### src/rtl/dmem_arbiter.sv
// Two-port (CPU, DMA) sequencer for a single-port sync data RAM: size/byte-lane handling, round-robin on ties.
// Latency: write/misaligned ready at cycle 2, read at 2+RAM_LAT; backpressure: req held until one-cycle ready pulse.
module dmem_arbiter #(
   parameter int AW      = 12,
   parameter int RAM_LAT = 1
) (
   input  logic          clk,
   input  logic          rst,
   input  logic          cpu_req,
   input  logic [31:0]   cpu_addr,
   input  logic          cpu_we,
   input  logic [1:0]    cpu_size,
   input  logic [31:0]   cpu_wdata,
   output logic [31:0]   cpu_rdata,
   output logic          cpu_ready,
   output logic          cpu_err,
   input  logic          dma_req,
   input  logic [31:0]   dma_addr,
   input  logic          dma_we,
   input  logic [1:0]    dma_size,
   input  logic [31:0]   dma_wdata,
   output logic [31:0]   dma_rdata,
   output logic          dma_ready,
   output logic          dma_err,
   output logic          ram_en,
   output logic [3:0]    ram_be,
   output logic [AW-1:0] ram_addr,
   output logic [31:0]   ram_wdata,
   input  logic [31:0]   ram_rdata
);

   typedef enum logic [1:0] {IDLE, ISSUE, WAIT, DONE} state_t;
   localparam logic [1:0] LAST_CNT = 2'(RAM_LAT - 1);

   state_t        state, state_nxt;
   logic          last_dma, last_dma_nxt;
   logic          gnt_dma, gnt_dma_nxt;
   logic          l_we, l_we_nxt;
   logic [1:0]    l_size, l_size_nxt;
   logic [1:0]    l_off, l_off_nxt;
   logic          l_mis, l_mis_nxt;
   logic [1:0]    cnt, cnt_nxt;

   logic [31:0]   cpu_rdata_nxt, dma_rdata_nxt;
   logic          cpu_ready_nxt, dma_ready_nxt, cpu_err_nxt, dma_err_nxt;
   logic          ram_en_nxt;
   logic [3:0]    ram_be_nxt;
   logic [AW-1:0] ram_addr_nxt;
   logic [31:0]   ram_wdata_nxt;

   logic          pick_dma, s_we, s_mis;
   logic [31:0]   s_addr, s_wdata, s_rep, rd_shift, rd_fmt;
   logic [1:0]    s_size;
   logic [3:0]    s_be;
   logic          unused_addr_bits;

   assign unused_addr_bits = ^s_addr[31:AW+2];

   // Request mux and lane formatting; a tie goes to the port that did not win last time.
   always_comb begin
      pick_dma = dma_req & (~cpu_req | ~last_dma);
      s_addr   = pick_dma ? dma_addr  : cpu_addr;
      s_we     = pick_dma ? dma_we    : cpu_we;
      s_size   = pick_dma ? dma_size  : cpu_size;
      s_wdata  = pick_dma ? dma_wdata : cpu_wdata;
      s_mis    = ((s_size == 2'd1) & s_addr[0]) | (s_size[1] & (s_addr[1:0] != 2'b00));
      case (s_size)
         2'd0: begin
            s_be  = 4'b0001 << s_addr[1:0];
            s_rep = {4{s_wdata[7:0]}};
         end
         2'd1: begin
            s_be  = 4'b0011 << s_addr[1:0];
            s_rep = {2{s_wdata[15:0]}};
         end
         default: begin
            s_be  = 4'b1111;
            s_rep = s_wdata;
         end
      endcase
      rd_shift = ram_rdata >> {l_off, 3'b000};
      case (l_size)
         2'd0:    rd_fmt = {24'd0, rd_shift[7:0]};
         2'd1:    rd_fmt = {16'd0, rd_shift[15:0]};
         default: rd_fmt = rd_shift;
      endcase
   end

   always_comb begin
      state_nxt     = state;
      last_dma_nxt  = last_dma;
      gnt_dma_nxt   = gnt_dma;
      l_we_nxt      = l_we;
      l_size_nxt    = l_size;
      l_off_nxt     = l_off;
      l_mis_nxt     = l_mis;
      cnt_nxt       = cnt;
      cpu_rdata_nxt = cpu_rdata;
      dma_rdata_nxt = dma_rdata;
      cpu_ready_nxt = 1'b0;
      dma_ready_nxt = 1'b0;
      cpu_err_nxt   = 1'b0;
      dma_err_nxt   = 1'b0;
      ram_en_nxt    = 1'b0;
      ram_be_nxt    = 4'b0000;
      ram_addr_nxt  = '0;
      ram_wdata_nxt = '0;
      case (state)
         IDLE: begin
            if (cpu_req | dma_req) begin
               state_nxt    = ISSUE;
               last_dma_nxt = pick_dma;
               gnt_dma_nxt  = pick_dma;
               l_we_nxt     = s_we;
               l_size_nxt   = s_size;
               l_off_nxt    = s_addr[1:0];
               l_mis_nxt    = s_mis;
               // Strobe registered here so it appears during ISSUE; misaligned never touches the RAM.
               if (!s_mis) begin
                  ram_en_nxt    = 1'b1;
                  ram_addr_nxt  = s_addr[AW+1:2];
                  ram_be_nxt    = s_we ? s_be  : 4'b0000;
                  ram_wdata_nxt = s_we ? s_rep : 32'd0;
               end
            end
         end
         ISSUE: begin
            if (l_we | l_mis) begin
               state_nxt = DONE;
               if (gnt_dma) begin
                  dma_ready_nxt = 1'b1;
                  dma_err_nxt   = l_mis;
                  if (l_mis) dma_rdata_nxt = 32'd0;
               end else begin
                  cpu_ready_nxt = 1'b1;
                  cpu_err_nxt   = l_mis;
                  if (l_mis) cpu_rdata_nxt = 32'd0;
               end
            end else begin
               state_nxt = WAIT;
               cnt_nxt   = 2'd0;
            end
         end
         WAIT: begin
            if (cnt == LAST_CNT) begin
               state_nxt = DONE;
               if (gnt_dma) begin
                  dma_ready_nxt = 1'b1;
                  dma_rdata_nxt = rd_fmt;
               end else begin
                  cpu_ready_nxt = 1'b1;
                  cpu_rdata_nxt = rd_fmt;
               end
            end else begin
               cnt_nxt = cnt + 2'd1;
            end
         end
         default: state_nxt = IDLE;
      endcase
   end

   always_ff @(posedge clk or posedge rst) begin
      if (rst) begin
         state     <= IDLE;
         last_dma  <= 1'b1;
         gnt_dma   <= 1'b0;
         l_we      <= 1'b0;
         l_size    <= 2'd0;
         l_off     <= 2'd0;
         l_mis     <= 1'b0;
         cnt       <= 2'd0;
         cpu_rdata <= 32'd0;
         dma_rdata <= 32'd0;
         cpu_ready <= 1'b0;
         dma_ready <= 1'b0;
         cpu_err   <= 1'b0;
         dma_err   <= 1'b0;
         ram_en    <= 1'b0;
         ram_be    <= 4'b0000;
         ram_addr  <= '0;
         ram_wdata <= 32'd0;
      end else begin
         state     <= state_nxt;
         last_dma  <= last_dma_nxt;
         gnt_dma   <= gnt_dma_nxt;
         l_we      <= l_we_nxt;
         l_size    <= l_size_nxt;
         l_off     <= l_off_nxt;
         l_mis     <= l_mis_nxt;
         cnt       <= cnt_nxt;
         cpu_rdata <= cpu_rdata_nxt;
         dma_rdata <= dma_rdata_nxt;
         cpu_ready <= cpu_ready_nxt;
         dma_ready <= dma_ready_nxt;
         cpu_err   <= cpu_err_nxt;
         dma_err   <= dma_err_nxt;
         ram_en    <= ram_en_nxt;
         ram_be    <= ram_be_nxt;
         ram_addr  <= ram_addr_nxt;
         ram_wdata <= ram_wdata_nxt;
      end
   end

endmodule

### config.mk
export PLATFORM = sky130hd
export DESIGN_NAME = dmem_arbiter
export DESIGN_NICKNAME = d
export VERILOG_FILES = /design/src/rtl/dmem_arbiter.sv
export SDC_FILE = /design/constraint.sdc
export NUM_CORES = 1
export LEC_CHECK = 0
export ABC_AREA = 1
export CAP_MARGIN = 20
export CORE_UTILIZATION = 42
export DETAILED_ROUTE_END_ITERATION = 10
export GPL_TIMING_DRIVEN = 1
export PLACE_DENSITY = 0.8
export SYNTH_ARGS = -nofsm -noshare
export SYNTH_HDL_FRONTEND = slang
export SYNTH_SLANG_ARGS = --single-unit
### constraint.sdc
create_clock -name clk -period 5.99 [get_ports clk]
set_input_delay 1.198 -clock clk [delete_from_list [all_inputs] [get_ports clk]]
set_output_delay 1.198 -clock clk [all_outputs]
set_load 0.005 [all_outputs]
==> impl_metrics.py <==
metrics = {
    "global_route": {
        "grt_pass1_wl_mm": 32.0,
        "grt_usage_pct": 26.2,
        "grt_start_max_net_pins": 67,
        "antenna_found_initial": 0,
        "overflow": 0,
        "grt_pass1_vias": 6217,
    },
    "cells_and_area": {
        "stdcell_count": 1270,
        "antenna_cells": 0,
        "fin_area_mm2": 0.00957,
        "layout_common_cells": "nand2_1, clkdlybuf4s50_1, dfrtp_1, o21ai_0, inv_1",
        "area_growth_pct": 48.4,
        "fin_nets": 1252,
        "layout_commonest_cell": "nand2_1",
        "postLayoutCoreUtil_pct": 64.9,
        "drive_above_1_share_pct": 6.54,
    },
    "synthesis": {
        "ys_seq_area_share_pct": 50.1,
        "syn_avg_cell_area_um2": 7.60,
        "synth-edff-count": 0,
        "synth_cells": 849,
        "synth_mux_area_share_pct": 0,
        "yosys-top-cells-area": "dfrtp_1, nand2_1, o21ai_0",
        "synthesis.nets": 1024,
        "synth_top_family_by_area": "simple AND/OR/NAND/NOR gates",
        "synthArstFlopShare_pct": 100,
        "syn_area_mm2": 0.00645,
        "synthAdderAreaFrac_pct": 0.970,
        "synthSimpleGateAreaFrac_pct": 29.2,
        "synth-xor-area-share_pct": 0,
        "synth_top_area_cell": "dfrtp_1",
        "synthDistinctLibCells": 29,
        "synth-warning-count": 0,
        "ys_ff_latch": 129,
        "synth_top_cell_area_share_pct": 49.7,
        "synth_compound_area_share_pct": 11.5,
        "synth_ff_type": "dfrtp_1",
    },
    "power_and_ir_drop": {
        "peakVddDrop_mv": 0.339,
        "p_switching_mw": 1.47,
        "pwr-share-seq_pct": 32.3,
        "p_leak_nw": 4.83,
        "netSwitchingFraction_pct": 37.2,
        "p_int_mw": 2.48,
        "power.density_mw_per_mm2": 412,
        "clkPwrFrac_pct": 25.3,
        "p_comb_share_pct": 42.4,
        "total_power_mw": 3.94,
    },
    "clock_tree": {
        "cts_tree": "built",
        "htree_levels": 4,
        "worst_skew_pair.late_latency_ns": 0.41,
        "cts_root_buf": "clkbuf_16",
        "cts_hold_repair.buffers": 0,
        "cts_setup_buffers": 0,
        "cts.sinks": 129,
        "clock_path_buffers": 2,
        "cts_buffers": 17,
        "clk_pin_slew_worst_paths_ns": 0.05,
        "ctsResizeCount": 0,
    },
    "run": {
        "cap_violations": 0,
    },
    "setup_path": {
        "critical_path.endpoint_type": "flop",
        "crit_fanout": 35,
        "rr_startpoint": "state[0]",
        "r2r_end": "cpu_rdata[7]",
        "regToRegSetupSlack_ns": 3.11,
        "ff2ff_path_depth": 10,
        "cp.required_ns": 6.31,
        "crit_type": "primary input to flop",
        "worst-endpoint-arrival_ns": 3.45,
        "crit_start": "dma_req",
        "crit_path_start_kind": "primary input",
    },
    "sta": {
        "rsz0062_at_grt": "no",
        "hold_viol": 0,
        "fin_crit_sh_pct": 52.1,
        "setup_viol": 0,
        "slew_viol_final": 0,
        "finClkSkew_ns": 0.00833,
        "layout_min_cycle_time_ns": 3.12,
        "whs_ns": 0.481,
        "fin_tns_setup_ns": 0,
        "fin_ws_ns": 2.87,
        "clock.fmax_mhz": 320,
        "tightest_slew_ns": 1.00,
        "maxSlewHeadroom_pct": 33.4,
    },
    "die": {
        "start_util_pct": 43.7,
        "rows": 44,
        "die_y_um": 126,
        "die_w_um": 126,
        "core_mm2": 0.0148,
        "die-area_mm2": 0.0159,
        "io_pins": 287,
    },
    "min_path": {
        "worstHoldEndpoint": "last_dma",
        "hold_depth": 2,
        "hp-start": "last_dma",
        "hp-class": "flop to flop",
    },
    "drt": {
        "drt-total-wl_mm": 19.8,
        "first_pass_iters": 5,
        "post_drt_wl_per_cell_um": 15.6,
        "drt_iter0_drc": 569,
        "drc_errors": 0,
        "num_vias": 6404,
        "viasPerCell": 5.04,
        "ant_nets": 0,
    },
    "place": {
        "placed_cell_area_mm2": 0.00898,
        "pre_cts_slack_ns": 2.46,
        "port-buffer-count": 250,
        "dp.cells": 1241,
        "routabilityCongestion": 0.884,
        "dp_hpwl_mm": 14.1,
    },
    "run_status": {
        "status": "complete, no violations",
    },
}
[how the worst max path moves through the flow]
stage	end	slack [ns]
floorplan	cnt[0]	1.35
detailed placement	ram_wdata[25]	2.46
global route	ram_wdata[30]	2.64
finish	ram_wdata[25]	2.87
global placement	ram_wdata[19]	2.50
CTS	ram_wdata[27]	2.88
[flip-flops by register name (all words and copies together) (netlist names), 2 cells and up]
signal     cells
cnt            2
cpu_rdata     32
dma_rdata     32
l_off          2
l_size         2
ram_addr      12
ram_be         4
ram_wdata     32
state          2
[power groups by stage]
stage	clock network, mW	registers [mW]	logic (mW)
2_1_floorplan	0	1.25	0.920
3_3_place_gp	0	1.28	1.61
3_5_place_dp	0	1.29	1.64
4_1_cts	1.02	1.27	1.65
5_1_grt	1.05	1.31	1.84
6_report	0.998	1.27	1.67
[cells in the mapped netlist, types with 5 or more instances]
cell        n
nand2_1   324
dfrtp_1   128
o21ai_0   111
inv_1      65
nor2_1     59
nand3_1    41
buf_2      24
clkbuf_1   18
nand2_2    12
nor2_2     12
a31oi_1     8
nor3_1      8
o211a_1     8
buf_6       6
ha_1        5
[cells by family (layout without fill, tap and decap cells)]
| group | after synthesis | after routing |
|---|---|---|
| adders and majority gates | 5 | 5 |
| DFF | 129 | 129 |
| buffers and inverters | 119 | 356 |
| AOI/OAI and AO/OA | 135 | 135 |
| and+or+nand+nor | 461 | 461 |
[critical path: stages]
cell,delay [ns]
clkdlybuf4s50_1,0.56
nand2_2,0.11
inv_1,0.31
buf_4,0.33
nand2_1,0.08
nand2_1,0.20
nand3_4,0.39
nor2_1,0.24
[layer usage]
metal	track usage (%)	vias to the layer above	share of wire, %
li1	-	3117	-
met3	6.50	53	8.3
met1	31.3	2920	40
met2	43.5	314	48
met5	0	-	0
met4	14.5	0	4.3
[final cells by class]
class	count	area, um2
inverter	69	262
timing repair buffer	259	2590
clock inverter	5	80.1
multi-input combinational	601	2700
tap	184	230
fill	1245	5180
sequential	129	3230
clock buffer	23	488
Note: power is estimated with default switching activity, not from simulation.
==> variant 1, RTL diff (config.mk and constraints unchanged) <==
Reset style: synchronous (`rst`), changed in one clocked block.
--- a/src/rtl/dmem_arbiter.sv
+++ b/src/rtl/dmem_arbiter.sv
@@ -159,7 +159,7 @@
       endcase
    end
 
-   always_ff @(posedge clk or posedge rst) begin
+   always_ff @(posedge clk) begin
       if (rst) begin
          state     <= IDLE;
          last_dma  <= 1'b1;
Check against the original RTL: differs if rst is asserted again (counterexample within 4 cycles, from zero or initial values and one cycle with rst high); with rst held inactive, the same outputs for 4 cycles.
==> variant 1 against the original RTL <==
- non-clock buffer count decreased by 6
- wire length is 2.4% lower
- sequential cell count did not move
- synthesized cell count increased by 7.4%
- total power decreased by 4.5%
- sequential power fell by 13%
- synthesized area is 6.5% lower
- setup slack got worse by 260 ps
- cell area is 4.6% lower
==> variant 1: results (changes against the original RTL) <==
Synth:
- The number of library cell types mapped by synthesis is 33 (was 29).
- Post-synth top cells: nand2_1 (230), nor2_1 (209), dfxtp_1 (129) (was nand2_1 (324), dfrtp_1 (128), o21ai_0 (111)).
- The async set-reset flop share out of synthesis is 0 (was 1.00).
- The portion of the post-synthesis area used by sequential elements is 0.428 (was 0.501).
- The number of nets in the synthesized netlist was 1087 (was 1024).
- Main area contributors after synthesis: dfxtp_1 (43%), nand2_1 (14%), nor2_1 (13%) (was dfrtp_1 (50%), nand2_1 (19%), o21ai_0 (8.6%)).

Setup path:
- The largest stage delay on the critical path is 860 ps (was 560 ps).
- The arrival time at the worst endpoint is 3700 ps (was 3450 ps).
- The reg-to-reg setup timing slack came to 3430 ps (was 3110 ps).
- The worst reg2reg path endpoint is cpu_rdata[28] (was cpu_rdata[7]).
- The worst reg2reg path startpoint is state[0] (unchanged).
- The worst-case reg-to-reg path depth is 9 (was 10).
- The worst setup path endpoint is ram_wdata[21] (was ram_wdata[25]).
- The worst-path cell with the longest stage delay is inv_1 (was clkdlybuf4s50_1).
- The launch point of the critical path is cpu_req (was dma_req).
- The maximum fanout along the worst path came to 59 (was 35).

Finish:
- The fraction of layout instances using a drive strength above 1 is 0.0558 (was 0.0654).
- The final net count came to 1308 (was 1252).
- The filler cell count in the final layout is 1242 (was 1245).

Placement:
- The final weighted congestion of routability-driven global placement is 0.886 (was 0.884).
- The placed wire-length estimate after detailed placement is 13.9 mm (was 14.1 mm).
- The total placed instance area is 0.00849 mm2 (was 0.00898 mm2).

Timing:
- The normalized max-slew margin is 0.357 (was 0.334).
- The final worst clock skew is 6.34 ps (was 8.33 ps).

Detailed routing:
- The total via count after detailed routing is 6611 (was 6404).
- The number of DRC violations after detailed routing was 0 (unchanged).
- The number of design-rule violations left by the first detailed-router iteration is 526 (was 569).
- The total wire length after detailed routing came to 19.3 mm (was 19.8 mm).

GRT:
- The number of antenna violations at the first check in global routing was 0 (unchanged).
- The number of global-route vias before repair is 6239 (was 6217).
- The maximum number of pins on one net before global-route repair is 60 (was 67).
- The global-route wire length before repair is 30.6 mm (was 32.0 mm).
- The total routing usage reported by global routing is 0.269 (was 0.262).

Clock tree:
- The count of cells resized by post-cts repair was 0 (unchanged).
- The number of buffers added for setup after CTS was 0 (unchanged).
- The clock latency of the later-clocked register in the worst-skew pair is 420 ps.

Pwr:
- The leakage power came to 4.04 nW (was 4.83 nW).
- The maximum resistive drop on vdd was 0.211 mV (was 0.339 mV).

Run status:
- Result of the run: finished, final reports clean (unchanged).
variant 1: where the power goes:
group | leakage [nW] | switching (mW) | internal [mW]
registers | 1.05 | 0.0949 | 1.02
clock network | 0.316 | 0.388 | 0.748
logic | 2.68 | 0.926 | 0.593
total | 4.04 | 1.41 | 2.36
variant 1: stage by stage:
| stage | setup slack (ps) | hold WS, ps | power [mW] | std cells | util |
|---|---|---|---|---|---|
| finish | 2610 | 465 | 3.77 | 1326 | 0.656 |
| global route | 2340 | 484 | 4.02 | 1326 | 0.656 |
| CTS | 2590 | 464 | 3.77 | 1326 | 0.656 |
| detailed placement | 2160 | 455 | 2.64 | 1294 | 0.609 |
| global placement | 2160 | 452 | 2.60 | 1294 | 0.609 |
| floorplan | 3780 | 434 | 2.10 | 912 | - |
variant 1: per-layer routing:
layer  GRT usage  routed length, um  vias up
met4       0.117                613        0
met1       0.302               7570     2982
met2       0.480               9640      301
met3      0.0637               1520       49
met5           0                  0        -
li1            -                  -     3279
variant 1: kinds of logic (layout without fill, tap and decap cells):
kind of cell	count (synthesis)	in the layout	synth area share
buf+inv	140	374	0.105
simple gates	495	495	0.333
flops	129	129	0.428
compound gates	143	143	0.123
fa+ha+maj	5	5	0.0104
variant 1: worst min-delay path by stage:
stage | start | to | slack, ps | depth (start not counted)
floorplan | gnt_dma | cpu_ready | 430 | 1
CTS | cnt[0] | cnt[0] | 460 | 2
global route | dma_rdata[30] | dma_rdata[30] | 480 | 2
finish | cnt[0] | cnt[0] | 470 | 2
global placement | dma_rdata[28] | dma_rdata[28] | 450 | 2
detailed placement | cnt[0] | cnt[0] | 460 | 2
variant 1: cell type report:
type | instances | area share
tap | 180 | 0.0246
clock inverter | 14 | 0.0231
clock buffer | 18 | 0.0481
multi-input combinational | 643 | 0.308
timing repair buffer | 253 | 0.276
sequential | 129 | 0.283
inverter | 89 | 0.0368
variant 1: tightest hold or removal path: stages, from the launching register on:
cell,delay (ps)
dfxtp_1,310
nand2_1,60
a21oi_1,50
==> variant 2, RTL diff (same flow settings) <==
Without the edit above. Change the parameter `AW` from 12 to 13.
--- a/src/rtl/dmem_arbiter.sv
+++ b/src/rtl/dmem_arbiter.sv
@@ -1,7 +1,7 @@
 // Two-port (CPU, DMA) sequencer for a single-port sync data RAM: size/byte-lane handling, round-robin on ties.
 // Latency: write/misaligned ready at cycle 2, read at 2+RAM_LAT; backpressure: req held until one-cycle ready pulse.
 module dmem_arbiter #(
-   parameter int AW      = 12,
+   parameter int AW      = 13,
    parameter int RAM_LAT = 1
 ) (
    input  logic          clk,
Interface: changed (resized ram_addr); port bits go from 287 to 288. No check against the original RTL was run, so the function may have changed too.
==> variant 2 against the original RTL <==
- total power down 2.1%
- sequential cell count up 1
- cell area up 0.82%
- wire length down 1.4%
- setup slack worse by 670 ps
- synthesized area up 0.81%
- count of clock-buffer cells in the layout down 5
==> variant 2: results (changes against the original RTL) <==
GRT:
- The maximum number of pins on one net before global-route repair is 90 (was 67).
- The global-route wire length before repair is 31.7 mm (was 32.0 mm).
- The number of global-route vias before repair was 6276 (was 6217).

Pwr:
- The maximum resistive drop on vdd is 0.221 mV (was 0.339 mV).
- The leakage power is 4.85 nW (was 4.83 nW).
- The fraction of power spent switching nets came to 0.385 (was 0.372).

Run status:
- Result of the run: finished, final reports clean (unchanged).

Placement:
- The worst setup slack before clock tree synthesis is 1790 ps (was 2460 ps).
- The final weighted congestion of routability-driven global placement is 0.864 (was 0.884).
- The number of input and output port buffers inserted is 253 (was 250).

Setup path:
- The category of cells accounting for the largest share of critical-path delay is simple AND/OR/NAND/NOR gates (was buffers and inverters).
- The arrival time at the worst endpoint came to 4120 ps (was 3450 ps).

Detailed routing:
- The number of design-rule violations left by the first detailed-router iteration is 451 (was 569).
- The total via count after detailed routing is 6535 (was 6404).
- The total wire length after detailed routing is 19.5 mm (was 19.8 mm).

Finish:
- The register share of the cell area is 0.337 (about the same).
- The filler cell count in the final layout is 1320 (was 1245).
- The multi-input combinational cell count is 609 (was 601).
- The count of buffers not belonging to the clock network in the layout is 260 (was 259).
- The fraction of layout instances using a drive strength above 1 is 0.0818 (was 0.0654).
- The fraction of area in multi-input gates is 0.286 (was 0.281).
- The final net count is 1262 (was 1252).
- The number of clock buffers in the layout is 18 (was 23).
- The data-path buffer share of cell area in the final layout is 0.268 (was 0.271).
- The portion of the layout cell area used by clock cells came to 0.0574 (was 0.0593).

Synth:
- The number of synthesized register bits is 130 (was 129).
- Post-synth top cells: nand2_1 (336), dfrtp_1 (129), o21ai_0 (106) (was nand2_1 (324), dfrtp_1 (128), o21ai_0 (111)).
- The number of library cell types mapped by synthesis is 28 (was 29).
- The portion of the post-synthesis area used by sequential elements came to 0.500 (was 0.501).
- Main area contributors after synthesis: dfrtp_1 (50%), nand2_1 (19%), o21ai_0 (8.2%) (was dfrtp_1 (50%), nand2_1 (19%), o21ai_0 (8.6%)).
[variant 2: cell count changes after synthesis, moves of 4 or more]
cell,unedited run,this run
nor2_2,12,30
o21ai_1,1,7
o21ai_0,111,106
nand2_1,324,336
nor2_1,59,41
buf_2,24,20
clkbuf_1,18,25
[variant 2: power groups by stage]
stage	logic (mW)	registers [mW]	clock network [mW]
final	1.66	1.23	0.965
after global routing	1.83	1.26	1.02
after CTS	1.66	1.23	0.977
after detailed placement	1.65	1.25	0
after global placement	1.63	1.24	0
after floorplan	0.904	1.24	0
[variant 2: worst paths after layout]
kind / start / end / slack [ps] / cells past startpoint
setup reg to reg: last_dma / ram_wdata[31] / 2930 / 8
max in group asynchronous: rst / last_dma / 3610 / 3
setup / recovery: cpu_req / ram_wdata[31] / 2190 / 9
min in group asynchronous: rst / dma_rdata[20] / 1320 / 2
hold reg to reg: l_size[0] / l_size[0] / 490 / 2
hold / removal: l_size[0] / l_size[0] / 490 / 2
[variant 2: through the flow]
step                      std cells  instance area, um2
after floorplan                 858                6500
after detailed placement       1256                9100
final                          1288                9650
after global placement         1256                9100
after global routing           1288                9650
after CTS                      1288                9650
[variant 2: routing by layer]
| layer | vias to the layer above | global-route usage | part of all wire |
|---|---|---|---|
| met5 | - | 0 | 0 |
| met4 | 0 | 0.113 | 0.031 |
| met3 | 48 | 0.0810 | 0.091 |
| met2 | 332 | 0.433 | 0.48 |
| met1 | 3005 | 0.302 | 0.39 |
| li1 | 3150 | - | - |
[variant 2: worst min-delay path, stage by stage, from the launching register on]
cell	delay [ps]
dfrtp_1	350
nand2_1	50
o21ai_0	60
[variant 2: kinds of logic after synthesis]
group           count (synthesis)  synth area share
fa+ha+maj                       5           0.00962
flops                         130             0.500
simple gates                  468             0.299
compound gates                136             0.114
buf+inv                       119            0.0777
